**src/rtl/rng_entropy_collector.sv**
```systemverilog
// Entropy collector for the 8-bit ring-oscillator RNG array: warm-up, divided sampling,
// repetition-count health test, word packing and valid/ready hand-off.
//
// state     | meaning
// ----------+------------------------------------------------------------
// S_IDLE    | oscillators off, waiting for start
// S_WARMUP  | oscillators on, warm-up down-counter running
// S_COLLECT | sampling every SAMPLE_DIV cycles, packing bytes, health test
// S_VALID   | word presented, waiting for rnd_ready
// S_FAULT   | sticky health-test failure, oscillators off
module rng_entropy_collector #(
    parameter int WARMUP_CYCLES = 16,
    parameter int SAMPLE_DIV    = 4,
    parameter int REP_LIMIT     = 4,
    parameter int WORD_BYTES    = 4
) (
    input  logic                    clk,
    input  logic                    rst_n,
    input  logic                    start,
    input  logic                    clear_fault,
    input  logic [7:0]              raw_byte,
    output logic                    rng_enable,
    output logic [8*WORD_BYTES-1:0] rnd_word,
    output logic                    rnd_valid,
    input  logic                    rnd_ready,
    output logic                    busy,
    output logic                    fault
);

    localparam int WW = $clog2(WARMUP_CYCLES + 1);
    localparam int DW = $clog2(SAMPLE_DIV + 1);
    localparam int BW = $clog2(WORD_BYTES + 1);
    localparam int RW = $clog2(REP_LIMIT + 1);

    localparam logic [WW-1:0] WARM_LOAD = WW'(WARMUP_CYCLES - 1);
    localparam logic [DW-1:0] DIV_LAST  = DW'(SAMPLE_DIV - 1);
    localparam logic [BW-1:0] BYTE_LAST = BW'(WORD_BYTES - 1);
    localparam logic [RW-1:0] REP_TRIP  = RW'(REP_LIMIT);

    typedef enum logic [2:0] {
        S_IDLE,
        S_WARMUP,
        S_COLLECT,
        S_VALID,
        S_FAULT
    } state_t;

    state_t                  state_q, state_d;
    logic [WW-1:0]           warm_q, warm_d;
    logic [DW-1:0]           div_q, div_d;
    logic [BW-1:0]           byte_q, byte_d;
    logic [RW-1:0]           rep_q, rep_d;
    logic [RW-1:0]           rep_next;
    logic [7:0]              prev_q, prev_d;
    logic [8*WORD_BYTES-1:0] word_q, word_d;
    logic [7:0]              sync1_q, sync2_q;

    always_ff @(posedge clk or negedge rst_n) begin
        if (!rst_n) begin
            sync1_q <= '0;
            sync2_q <= '0;
        end else begin
            sync1_q <= raw_byte;
            sync2_q <= sync1_q;
        end
    end

    always_ff @(posedge clk or negedge rst_n) begin
        if (!rst_n) begin
            state_q <= S_IDLE;
            warm_q  <= '0;
            div_q   <= '0;
            byte_q  <= '0;
            rep_q   <= '0;
            prev_q  <= '0;
            word_q  <= '0;
        end else begin
            state_q <= state_d;
            warm_q  <= warm_d;
            div_q   <= div_d;
            byte_q  <= byte_d;
            rep_q   <= rep_d;
            prev_q  <= prev_d;
            word_q  <= word_d;
        end
    end

    // rep_q == 0 marks an empty history, so the first sample of a run always starts at 1
    always_comb begin
        if ((rep_q != '0) && (sync2_q == prev_q)) begin
            rep_next = rep_q + RW'(1);
        end else begin
            rep_next = RW'(1);
        end
    end

    always_comb begin
        state_d = state_q;
        warm_d  = warm_q;
        div_d   = div_q;
        byte_d  = byte_q;
        rep_d   = rep_q;
        prev_d  = prev_q;
        word_d  = word_q;

        case (state_q)
            S_IDLE: begin
                if (start) begin
                    state_d = S_WARMUP;
                    warm_d  = WARM_LOAD;
                    rep_d   = '0;
                end
            end
            S_WARMUP: begin
                if (warm_q == '0) begin
                    state_d = S_COLLECT;
                    div_d   = '0;
                    byte_d  = '0;
                end else begin
                    warm_d = warm_q - WW'(1);
                end
            end
            S_COLLECT: begin
                if (div_q == DIV_LAST) begin
                    div_d  = '0;
                    rep_d  = rep_next;
                    prev_d = sync2_q;
                    // health trip wins over word completion on the same sample
                    if (rep_next == REP_TRIP) begin
                        state_d = S_FAULT;
                        word_d  = '0;
                    end else begin
                        for (int k = 0; k < WORD_BYTES; k++) begin
                            if (byte_q == BW'(k)) begin
                                word_d[8*k +: 8] = sync2_q;
                            end
                        end
                        if (byte_q == BYTE_LAST) begin
                            state_d = S_VALID;
                        end else begin
                            byte_d = byte_q + BW'(1);
                        end
                    end
                end else begin
                    div_d = div_q + DW'(1);
                end
            end
            S_VALID: begin
                if (rnd_ready) begin
                    if (start) begin
                        state_d = S_COLLECT;
                        div_d   = '0;
                        byte_d  = '0;
                    end else begin
                        state_d = S_IDLE;
                    end
                end
            end
            S_FAULT: begin
                if (clear_fault) begin
                    state_d = S_IDLE;
                end
            end
            default: begin
                state_d = S_IDLE;
            end
        endcase
    end

    assign rng_enable = (state_q == S_WARMUP) || (state_q == S_COLLECT) || (state_q == S_VALID);
    assign busy       = (state_q == S_WARMUP) || (state_q == S_COLLECT);
    assign rnd_valid  = (state_q == S_VALID);
    assign fault      = (state_q == S_FAULT);
    assign rnd_word   = word_q;

endmodule

```
**config.mk**
```make
export PLATFORM = sky130hd
export DESIGN_NAME = rng_entropy_collector
export DESIGN_NICKNAME = d
export VERILOG_FILES = /design/src/rtl/rng_entropy_collector.sv
export SDC_FILE = /design/constraint.sdc
export NUM_CORES = 1
export LEC_CHECK = 0
export BUFFER_PORTS_ARGS = -buffer_cell sky130_fd_sc_hd__buf_2
export CORE_MARGIN = 1.5
export CORE_UTILIZATION = 40
export DETAILED_ROUTE_END_ITERATION = 6
export GPL_ROUTABILITY_DRIVEN = 0
export SLEW_MARGIN = 20
export SYNTH_ARGS = -nofsm -noshare
export SYNTH_HDL_FRONTEND = slang
export SYNTH_SLANG_ARGS = --single-unit
```
**constraint.sdc**
```tcl
create_clock -name clk -period 2.3 [get_ports clk]
set_input_delay 0.46 -clock clk [delete_from_list [all_inputs] [get_ports clk]]
set_output_delay 0.46 -clock clk [all_outputs]
set_load 0.05 [all_outputs]
```
# ---- Word-level counts from Yosys, hierarchy flattened
# Cells that the tools add are included.
dict set report totals {
  ramBits 0
  output_inout_bits 36
  mem_bits_ro 0
  wordCells 89
  latchBits 0
  reg_bits 73
  inputBits 13
  mem_count 0
}
dict set report op_classes {
  div_mod_pow 0
  n_bitwise 0
  n_mul 0
  add_sub_neg 4
  n_reduce_logical 24
  n_mux 29
  n_shift 0
  n_lt_le_gt_ge 0
  n_eq_ne 20
}
# op n
set ops {}
lappend ops {{$mux 3} 16}
lappend ops {{$mux 32} 1}
lappend ops {{$mux 8} 4}
lappend ops {{$pmux 3 s3} 2}
lappend ops {{$reduce_and 3->1} 6}
lappend ops {{$ne 2x2->1 const B} 8}
lappend ops {{$eq 3x2->1 const B} 5}
lappend ops {{$pmux 3 s5} 1}
lappend ops {{$reduce_bool 2->1} 6}
lappend ops {{$mux 5} 2}
lappend ops {{$pmux 5 s2} 1}
lappend ops {{$add 3x1->3 const B} 3}
lappend ops {{$eq 8x8->1} 1}
lappend ops {{$reduce_and 7->1} 1}
lappend ops {{$eq 3x1->1 const B} 2}
lappend ops {{$eq 3x3->1 const B} 2}
lappend ops {{$logic_not 3->1} 2}
lappend ops {{$pmux 3 s2} 1}
lappend ops {{$reduce_and 6->1} 1}
lappend ops {{$reduce_bool 3->1} 2}
lappend ops {{$logic_not 5->1} 1}
lappend ops {{$sub 5x1->5 const B} 1}
lappend ops {{$reduce_and 4->1} 1}
lappend ops {{$ne 3x3->1 const B} 1}
lappend ops {{other kinds (5)} 6}

# ---- Logic depth before layout (Yosys ltp)
dict set report depth {
  depth_word 7
  mapped_depth 8
  ltp_nobuf 7
}

# ---- Worst setup path after synthesis
# OpenSTA, ideal clock, no wires.
dict set report synth_path {
  path_kind {flip-flop to flip-flop}
  from {reg rep_q[0]}
  to {reg word_q[24] (netlist: rnd_word[24])}
  setup_ns 0.121
  arrival_time_ns 1.821
  path_slack_ns 0.357
  path_buffers 1
  path_stages_with_launch 8
  period_less_slack_ns 1.943
  t_required_ns 2.179
  path_cell_list {dfrtp_1 > inv_1 > ha_1 > nor3_1 > nand4_4 > and3_4 > buf_6 > a22o_1}
}
dict set report synth_between {
  elab_chain_len 6
  word_cells_on_any_way 8
  classes_between {add/sub: 1; eq/ne: 1; mux: 2; reduce/logical: 4}
}
# element line_no
set synth_rtl {}
lappend synth_rtl {{from (decl)} 52} ;# logic [RW-1:0] rep_q, rep_d;
lappend synth_rtl {{from (signal assigned)} 82} ;# rep_q <= rep_d;
lappend synth_rtl {{parallel branches: the longest is 2 deep, another holds $add 3x1->3} n/a}
lappend synth_rtl {{$mux 3 (*)} 90} ;# if ((rep_q != '0) && (sync2_q == prev_q)) begin
lappend synth_rtl {{$eq 3x3->1 (*)} 129} ;# if (rep_next == REP_TRIP) begin
lappend synth_rtl {{$reduce_bool 2->1 (no source line)} n/a}
lappend synth_rtl {{$reduce_and 3->1 (no source line)} n/a}
lappend synth_rtl {{to (signal assigned)} 84} ;# word_q <= word_d;
lappend synth_rtl {{to (decl)} 55} ;# logic [8*WORD_BYTES-1:0] word_q, word_d;
# Every way passes the cells marked *.
# A chain may end at the register's enable or synchronous reset.

# ---- Worst setup path after layout
dict set report layout_path {
  from {reg state_q[1]}
  to {out busy}
}
dict set report layout_between {
  elab_chain_len 2
  word_cells_on_any_way 3
  classes_between {eq/ne: 2; reduce/logical: 1}
}
# element line_no
set layout_rtl {}
lappend layout_rtl {{from (decl)} 48} ;# state_t state_q, state_d;
lappend layout_rtl {{from (signal assigned)} 78} ;# state_q <= state_d;
lappend layout_rtl {{$eq 3x1->1 / $eq 3x2->1 (equally long branches)} 171} ;# assign busy = (state_q == S_WARMUP) || (state_q == S_COLLECT);
lappend layout_rtl {{$logic_or 1x1->1 (*)} 171}
lappend layout_rtl {{to (decl)} 26} ;# output logic busy,
# Every way passes the cells marked *; elsewhere a longest branch is shown, timed or not.

==> results.ini <==
[floorplanning]
start_util_pct = 40.90
die_w_microns = 94.20
dieArea_sq_mm = 0.008874
boundaryPins = 49
die_h_microns = 94.20
fp-row-count = 33
core_sq_mm = 0.008134

[global_routing]
grt_overflow = 0
grt_pass1_wl_microns = 11300
grt.total_usage_pct = 16.91
grt_max_degree = 31
grt_pass1_vias = 2221
antenna_found_initial = 0

[sta]
clock_skew_ps = 13.88
whs_ps = 119.2
rsz0062_at_grt = no
fin_tns_setup_ps = 0
setup_viol = 0
worstMarginPinSlew_ps = 647.5
layout_min_cycle_time_ps = 2217
maxSlewViolCount = 0
hold_viol = 0
fmax_ghz = 0.4511
maxSlewHeadroom_pct = 56.83
period_share_pct = 96.39

[setup_path]
path_cells = buf_4, or3b_1, nand2_1, buf_2
start_kind = flop
slowest_stage = or3b_1
crit_type = flop to output port
cp-end-kind = output port
cp_max_fo = 11
max_stage_delay_ps = 470
worstPathRequired_ps = 1840
crit_arrival_ps = 1760

[drt]
firstDrtPassIters = 4
ant_nets = 0
drc_errors = 0
routed_wl_microns = 6874
avgRoutedWirePerCell_microns = 14.66
drt-initial-drc-count = 108
vias = 2404
viasPerCell = 5.126

[cts]
cts_sinks = 73
cts_buffer_depth = 2
post_cts_buffers = 0
clkTransAtPathRegs_ps = 80
clock_latency_ps = 360
root_buffer = clkbuf_8
cts_tree = yes
cts_buffers = 9
h-tree-depth = 3

[finish]
fin_nets = 382
postLayoutCoreUtil_pct = 47.69
area_delta_synth_final_pct = 16.59
final-instance-count-excl-fill = 469
drive_gt1_share_pct = 21.43
fillCellCount = 749
num_antenna_cells = 0

[synth]
synth_common_cells = dfrtp_1 (73), nand2_1 (57), a22o_1 (38)
synth-edff-count = 0
synth_most_common_cell = dfrtp_1
yosysSeqAreaShare_pct = 54.91
async_flop_share_pct = 100.0
synth_ff_type = dfrtp_1
yosys.area.top_type = dfrtp_1
synth_fp_nets = 333
synth.area.top_cells = dfrtp_1 (55%), a22o_1 (10%), nand2_1 (6.4%)
synth.top_cell.area_share_pct = 54.91
synth_cell_types = 44
syn_inst = 310
avgSynthCellArea_sq_um = 10.73
ys_warn_count = 0
synth-seq-cells = 73
netlist_area_sq_mm = 0.003327

[place]
io_buffers = 48
dp_hpwl_microns = 4787
dpl.cell_count = 453

[pwr]
ir_drop_uv = 435.5
power_density_mw_per_mm2 = 1049
p_leak_nw = 1.747

[min_path]
worstHoldPathType = input pin to async pin

[run_status]
status = complete, no violations

[run]
maxCapViolations = 0

[power breakdown]
| part | switching, W | total (W) | internal [W] |
|---|---|---|---|
| sequential | 0.000188 | 0.00168 | 0.00149 |
| combinational | 0.000870 | 0.00136 | 0.000494 |
| clock | 0.000519 | 0.00103 | 0.000508 |
[kinds of logic (layout without fill, tap and decap cells)]
family / Yosys count / after routing / synth area share [%]
flip-flops: 73 / 73 / 54.91
adder cells (fa/ha/maj): 10 / 10 / 3.761
buffers and inverters: 31 / 85 / 4.363
multiplexers: 1 / 1 / 0.3009
XOR/XNOR: 8 / 8 / 2.106
AO/OA/AOI/OAI: 87 / 87 / 19.37
AND/OR/NAND/NOR: 100 / 100 / 15.19
[flip-flops by register name, indices dropped and copies added, names as in the netlist]
signal    cells
byte_q        3
div_q         3
prev_q        8
rep_q         3
rnd_word     32
state_q       3
sync1_q       8
sync2_q       8
warm_q        5
[critical path: cells and delay by family, from the launching register on]
kind	cells	cell delay, ps
buf+inv	2	440
flops	1	390
simple gates	2	570
[placed cells by master, fill, tap and decap left out, types with 2 or more instances in the layout]
| cell type | Yosys | layout |
|---|---|---|
| a21oi_1 | 8 | 8 |
| a22o_1 | 38 | 38 |
| and2_1 | 2 | 2 |
| and4_1 | 2 | 2 |
| buf_12 | 0 | 2 |
| buf_2 | 2 | 48 |
| buf_4 | 1 | 3 |
| clkbuf_8 | 0 | 9 |
| clkinvlp_4 | 0 | 2 |
| dfrtp_1 | 73 | 73 |
| ha_1 | 10 | 10 |
| inv_1 | 16 | 16 |
| inv_6 | 0 | 2 |
| nand2_1 | 57 | 57 |
| nand2b_1 | 2 | 2 |
| nand3_1 | 2 | 2 |
| nor2_1 | 14 | 14 |
| nor2b_1 | 3 | 3 |
| nor3_1 | 2 | 2 |
| nor3b_1 | 3 | 3 |
| o21ai_0 | 28 | 28 |
| o22ai_1 | 4 | 4 |
| xor2_1 | 7 | 7 |
[stage by stage]
stage               setup WS (ps)  cell area, sq um  power, W
floorplan                   357.5              3327  0.002777
global placement            331.8              3676  0.003048
detailed placement          276.2              3676  0.003077
CTS                         35.61              3876  0.004108
global route                22.59              3879  0.004365
finish                      83.05              3879  0.004068
[area by class of cell]
cell class              count  area (sq um)  area share, %
clock buffers               9         123.9          3.194
clock inverters             7         76.32          1.968
inverters                  16         60.06          1.548
multi-input cells         206          1358          35.00
flip-flops and latches     73          1827          47.10
well taps                 105         131.4          3.387
repair buffers             53         302.8          7.806
[layer usage]
metal	GRT usage (%)	up-vias	part of all wire, %
li1	-	1194	-
met1	24.42	1152	52
met2	23.98	44	43
met3	2.994	14	3.0
met4	8.831	0	2.4
met5	0	-	0
[path summary, 6_finish.rpt]
kind / slack (ps) / cells past startpoint / from / end
setup / recovery: 80 / 4 / state_q[1] / busy
hold / removal: 120 / 1 / rst_n / rnd_word[19]
setup reg to reg: 260 / 6 / rep_q[0] / rnd_word[26]
hold reg to reg: 350 / 0 / sync1_q[2] / sync2_q[2]
max in group asynchronous: 1610 / 2 / rst_n / state_q[2]
min in group clk: 200 / 1 / raw_byte[1] / sync1_q[1]
[repair_timing]
action	4_1_cts	5_1_grt
hold buffers	0	0
hold endpoints to repair	0	0
resized for setup	0	1
setup endpoints to repair	0	1
No activity file was read; power rests on OpenSTA's default activity.
